===== config.mk =====
export PLATFORM = sky130hd
export DESIGN_NAME = m_gt_qpll_ctrl
export DESIGN_NICKNAME = d
export VERILOG_FILES = /design/src/rtl/m_gt_qpll_ctrl.sv
export SDC_FILE = /design/constraint.sdc
export NUM_CORES = 1
export LEC_CHECK = 0
export CORE_MARGIN = 5
export CORE_UTILIZATION = 28
export DETAILED_ROUTE_END_ITERATION = 7
export DONT_BUFFER_PORTS = 1
export PLACE_DENSITY_LB_ADDON = 0.2
export SETUP_SLACK_MARGIN = 0.5
export SLEW_MARGIN = 40
export SYNTH_ARGS = -nofsm -noshare
export SYNTH_HDL_FRONTEND = slang
export SYNTH_SLANG_ARGS = --single-unit

===== constraint.sdc =====
create_clock -name sysclk_i -period 3.65 [get_ports sysclk_i]
set_clock_uncertainty 0.2 [all_clocks]
set_input_delay 0.365 -clock sysclk_i [delete_from_list [all_inputs] [get_ports sysclk_i]]
set_output_delay 0.365 -clock sysclk_i [all_outputs]
set_load 0.005 [all_outputs]

===== src/rtl/m_gt_qpll_ctrl.sv =====
// Per-QPLL power-up/reset/lock supervisor: drives PD/RESET, debounces lock, retries on timeout or lock loss.
// Outputs are registered one cycle behind the FSM; lock is qualified 2 (sync) + LOCK_STABLE cycles after lock rises, no backpressure.
module m_gt_qpll_ctrl #(
  parameter int NUM_QPLL     = 2,
  parameter int RST_CYCLES   = 64,
  parameter int LOCK_TIMEOUT = 100000,
  parameter int LOCK_STABLE  = 256,
  parameter int MAX_RETRY    = 3
) (
  input  logic                  sysclk_i,
  input  logic                  resetn_i,
  input  logic [NUM_QPLL-1:0]   enable_i,
  input  logic [NUM_QPLL-1:0]   restart_i,
  input  logic [NUM_QPLL-1:0]   qpll_lock_i,
  output logic [NUM_QPLL-1:0]   qpll_pd_o,
  output logic [NUM_QPLL-1:0]   qpll_reset_o,
  output logic [NUM_QPLL-1:0]   locked_o,
  output logic [NUM_QPLL-1:0]   fail_o,
  output logic [4*NUM_QPLL-1:0] retry_cnt_o,
  output logic                  all_locked_o
);

  localparam logic [2:0] S_OFF    = 3'd0;
  localparam logic [2:0] S_RESET  = 3'd1;
  localparam logic [2:0] S_WAIT   = 3'd2;
  localparam logic [2:0] S_LOCKED = 3'd3;
  localparam logic [2:0] S_FAIL   = 3'd4;

  localparam int RW = $clog2(RST_CYCLES + 1);
  localparam int TW = $clog2(LOCK_TIMEOUT + 1);
  localparam int SW = $clog2(LOCK_STABLE + 1);

  localparam logic [RW-1:0] RST_LAST  = RW'(RST_CYCLES - 1);
  localparam logic [TW-1:0] TMO_END   = TW'(LOCK_TIMEOUT);
  localparam logic [SW-1:0] STB_END   = SW'(LOCK_STABLE);
  localparam logic [3:0]    RETRY_MAX = 4'(MAX_RETRY);

  logic all_locked_q;

  for (genvar g = 0; g < NUM_QPLL; g++) begin : g_ch
    logic          lk_m_q, lk_s_q;
    logic [2:0]    state_q, state_d;
    logic [RW-1:0] rcnt_q, rcnt_d;
    logic [TW-1:0] tcnt_q, tcnt_d, tcnt_nx;
    logic [SW-1:0] scnt_q, scnt_d, scnt_nx;
    logic [3:0]    retry_q, retry_d, retry_o_q;
    logic          pd_q, rst_q, locked_q, fail_q;

    assign tcnt_nx = tcnt_q + TW'(1);
    assign scnt_nx = lk_s_q ? scnt_q + SW'(1) : '0;

    always_comb begin
      state_d = state_q;
      rcnt_d  = '0;
      tcnt_d  = '0;
      scnt_d  = '0;
      retry_d = retry_q;
      if (!enable_i[g]) begin
        state_d = S_OFF;
        retry_d = '0;
      end else if (restart_i[g] && (state_q != S_OFF)) begin
        state_d = S_RESET;
        retry_d = '0;
      end else begin
        case (state_q)
          S_OFF: state_d = S_RESET;
          S_RESET: begin
            if (rcnt_q == RST_LAST) state_d = S_WAIT;
            else                    rcnt_d  = rcnt_q + RW'(1);
          end
          S_WAIT: begin
            // A lock qualifying on the timeout cycle takes precedence.
            if (scnt_nx == STB_END) begin
              state_d = S_LOCKED;
            end else if (tcnt_nx == TMO_END) begin
              if (retry_q < RETRY_MAX) begin
                retry_d = retry_q + 4'd1;
                state_d = S_RESET;
              end else begin
                state_d = S_FAIL;
              end
            end else begin
              tcnt_d = tcnt_nx;
              scnt_d = scnt_nx;
            end
          end
          S_LOCKED: begin
            if (!lk_s_q) begin
              if (retry_q < RETRY_MAX) begin
                retry_d = retry_q + 4'd1;
                state_d = S_RESET;
              end else begin
                state_d = S_FAIL;
              end
            end
          end
          S_FAIL:  state_d = S_FAIL;
          default: state_d = S_OFF;
        endcase
      end
    end

    always_ff @(posedge sysclk_i or negedge resetn_i) begin
      if (!resetn_i) begin
        lk_m_q    <= 1'b0;
        lk_s_q    <= 1'b0;
        state_q   <= S_OFF;
        rcnt_q    <= '0;
        tcnt_q    <= '0;
        scnt_q    <= '0;
        retry_q   <= '0;
        retry_o_q <= '0;
        pd_q      <= 1'b1;
        rst_q     <= 1'b1;
        locked_q  <= 1'b0;
        fail_q    <= 1'b0;
      end else begin
        lk_m_q    <= qpll_lock_i[g];
        lk_s_q    <= lk_m_q;
        state_q   <= state_d;
        rcnt_q    <= rcnt_d;
        tcnt_q    <= tcnt_d;
        scnt_q    <= scnt_d;
        retry_q   <= retry_d;
        retry_o_q <= retry_q;
        pd_q      <= (state_q == S_OFF) || (state_q == S_FAIL);
        rst_q     <= (state_q == S_OFF) || (state_q == S_RESET) || (state_q == S_FAIL);
        locked_q  <= (state_q == S_LOCKED);
        fail_q    <= (state_q == S_FAIL);
      end
    end

    assign qpll_pd_o[g]          = pd_q;
    assign qpll_reset_o[g]       = rst_q;
    assign locked_o[g]           = locked_q;
    assign fail_o[g]             = fail_q;
    assign retry_cnt_o[4*g +: 4] = retry_o_q;
  end

  // Disabled channels are ignored, but at least one must be enabled.
  always_ff @(posedge sysclk_i or negedge resetn_i) begin
    if (!resetn_i) all_locked_q <= 1'b0;
    else           all_locked_q <= (|enable_i) & (&(locked_o | ~enable_i));
  end

  assign all_locked_o = all_locked_q;

endmodule


==> results.ini <==
[run_status]
outcome=finished clean

[place]
hpwl_um=6500
port_buffers=0
routabilityCongestion=0.815
pre_cts_ws_ps=578

[timing]
tightestPinTransition_ps=647
setup_ws_ps=682
final_hold_viol_count=0
grt_setup_unrepaired=no
slew_headroom_pct=56.4
fin_crit_sh_pct=81.3
final.setup.tns_ps=0
max_freq_ghz=0.337
setup_viol=0
finalMaxSlewViolations=0
min_period_ps=2970

[drt]
wl_um=9700
vias=3375
drc=0
ant_nets=0
viasPerCell=4.68
drt_iter0_drc=163
drt_pass1_iterations=5
post_drt_wl_per_cell_um=13.5

[synthesis]
synthSimpleGateAreaFrac_pct=24.2
synth_area_leaders=dfrtp_1 (49%), xnor2_1 (6.7%), nor2_1 (5.8%), xor2_1 (3.0%), and3_1 (2.5%)
yosys.area.top_type=dfrtp_1
synth_fp_nets=511
synth_flop_cell=dfrtp_1
synth.avg_cell_area_um2=10.0
synth_top_family_by_area=simple AND/OR/NAND/NOR gates
yosys.area_share.xor_xnor_pct=9.73
synth_compound_area_share_pct=6.70
synth_common_cells=dfrtp_1 (97), nor2_1 (77), xnor2_1 (38)
synth_area_um2=4950
synth-edff-count=0
synth_fa_ha_area_share_pct=2.02
yosys.cell_count.top_type=dfrtp_1
synth-seq-cells=101
syn_inst=495
synth_cell_types=57
yosys.area.top_type_share_pct=49.1
synth_mux_area_share_pct=1.47
yosysWarningCount=0
synthArstFlopShare_pct=100
yosysSeqAreaShare_pct=51.2

[global_routing]
grtUsageTotal_pct=10.2
antenna_found_initial=0
grtUsageMet2_pct=15.7
grt_pass1_vias=3350
grt-busiest-layer=met2
grt_max_degree=102
grt_pass1_wl_um=16700
grt_overflow=0
grtUsageMet3_pct=3.11
met1_usage_pct=13.7

[setup_path]
reg2reg_to=g_ch[1].scnt_q[2]$_DFF_PN0_
arrival_ps=3000
crit_path_cell_trace=nand3_4, or3_1, a2111oi_0, nand4b_1, o31ai_4, nand2b_1, buf_6, nor3_1
slowest_stage=dfrtp_1
cp-start-kind=flip-flop
rr_worst_depth=8
reg2reg_slack_ps=680
r2r-start=g_ch[1].tcnt_q[2]$_DFF_PN0_
slowest_delay_ps=510
worstPathMaxFanout=23
crit_required_ps=3680
worst-setup-path-type=reg -> reg
worstSetupEndpointType=flip-flop

[worst_hold_path]
hp-class=in -> reg
hold_end=all_locked_o$_DFF_PN0_
holdCritStartpoint=enable_i[0]
hold_depth=2

[clock_tree]
clock_latency_ps=350
cts.htree.levels=3
clockBufferDepth=2
tritoncts=done
root_buffer=clkbuf_16
cts_buffers=9
clk_pin_slew_ps=70
clock-sinks=101

[floorplanning]
coreArea_um2=17300
die_h_um=143
initial_utilization_pct=28.6
die_w_um=143
die_area_um2=20400
pin_count=25
fp-row-count=48

[power]
ir_drop_uv=222
p_per_area_nw_per_um2=427
leakagePower_nw=2.24

[finish]
syn2layout_area_growth_pct=11.6
regArea_um2=2530
n_antenna_cell=0
drive_gt1_share_pct=6.85
nFillCells=1756
num-nets-final=507
multiInputGateArea_um2=2190

[job]
max_cap_violations=0

report_power, final:
| part | switching, W | leakage, nW | internal (W) |
|---|---|---|---|
| Combinational | 0.0000734 | 0.702 | 0.0000416 |
| Clock | 0.000416 | 0.163 | 0.000636 |
| Sequential | 0.0000335 | 1.38 | 0.00115 |
| Total | 0.000523 | 2.24 | 0.00183 |
how the worst max path moves through the flow:
stage,start,endpoint,slack [ps],depth (start not counted)
floorplan,g_ch[0].scnt_q[0]$_DFF_PN0_,g_ch[0].retry_q[0]$_DFFE_PN0P_,1040,9
global placement,g_ch[1].tcnt_q[3]$_DFF_PN0_,g_ch[1].scnt_q[8]$_DFF_PN0_,640,8
detailed placement,g_ch[1].tcnt_q[2]$_DFF_PN0_,g_ch[1].scnt_q[2]$_DFF_PN0_,580,8
CTS,g_ch[1].tcnt_q[2]$_DFF_PN0_,g_ch[1].scnt_q[2]$_DFF_PN0_,560,8
global route,g_ch[0].tcnt_q[0]$_DFF_PN0_,g_ch[0].retry_q[0]$_DFFE_PN0P_,530,8
finish,g_ch[1].tcnt_q[2]$_DFF_PN0_,g_ch[1].scnt_q[2]$_DFF_PN0_,680,8
kinds of logic (layout without fill, tap and decap cells):
| kind of cell | Yosys count | in the layout |
|---|---|---|
| AOI/OAI and AO/OA | 48 | 48 |
| and+or+nand+nor | 232 | 232 |
| adders and majority gates | 8 | 8 |
| xor gates and xnor gates | 55 | 55 |
| muxes | 7 | 7 |
| buffers and inverters | 44 | 45 |
| DFF | 101 | 101 |
layout make-up:
class / count / share of cell area (%)
flip-flops and latches: 101 / 45.9
multi-input cells: 350 / 39.8
well taps: 225 / 5.10
clock buffers: 12 / 4.65
repair buffers: 10 / 2.06
inverters: 19 / 1.29
clock inverters: 4 / 1.27
registers in the layout (all words and copies together), names as in the netlist:
signal          cells
g_ch.lk_m_q         2
g_ch.pd_q           2
g_ch.lk_s_q         2
g_ch.retry_o_q      8
g_ch.retry_q        8
g_ch.rst_q          2
g_ch.locked_q       2
g_ch.tcnt_q        34
g_ch.state_q        6
g_ch.fail_q         2
g_ch.rcnt_q        14
g_ch.scnt_q        18
all_locked_o        1
metal layers:
metal	wire length (um)	part of all wire [%]
met3	348	3.6
met4	119	1.2
met2	4520	47
met1	4710	49
met5	0	0
worst max-delay path, delay by kind of cell, from the launching register on:
family          cells  cell delay (ps)
buf+inv             1              240
compound gates      2              840
flops               1              510
simple gates        5             1050
per-stage QoR:
step                power [W]  area (um2)  std cells  hold WS [ps]  util [%]
floorplan             0.00128        4950        495          -131         -
global placement      0.00129        5090        697          -125      29.4
detailed placement    0.00129        5090        697          -126      29.4
CTS                   0.00240        5490        719          1.74      31.7
global route          0.00246        5520        721          25.1      31.9
finish                0.00236        5520        721          10.3      31.9
what timing repair did:
action                                  4_1_cts  5_1_grt
hold buffers                                  6        1
setup buffers                                 0        1
gates resized for setup                       0        2
endpoints found under the hold margin       111        1
endpoints found under the setup margin        0       24
placed cells by master (no fill, tap or decap), types with 4 or more instances in the layout:
master,count
or3_1,4
o21ai_0,10
o31ai_1,4
and2_1,10
nor2_1,77
inv_1,18
mux2i_1,5
dlygate4sd3_1,6
nand4_1,12
nand3_1,25
dfstp_2,4
nand2b_1,7
nand2_1,24
ha_1,8
nor3_1,22
xor2_1,17
dfrtp_1,97
a21oi_1,10
clkbuf_16,9
xnor2_1,38
and3_1,20
nor4_1,11
(Power assumes the default switching activity.)
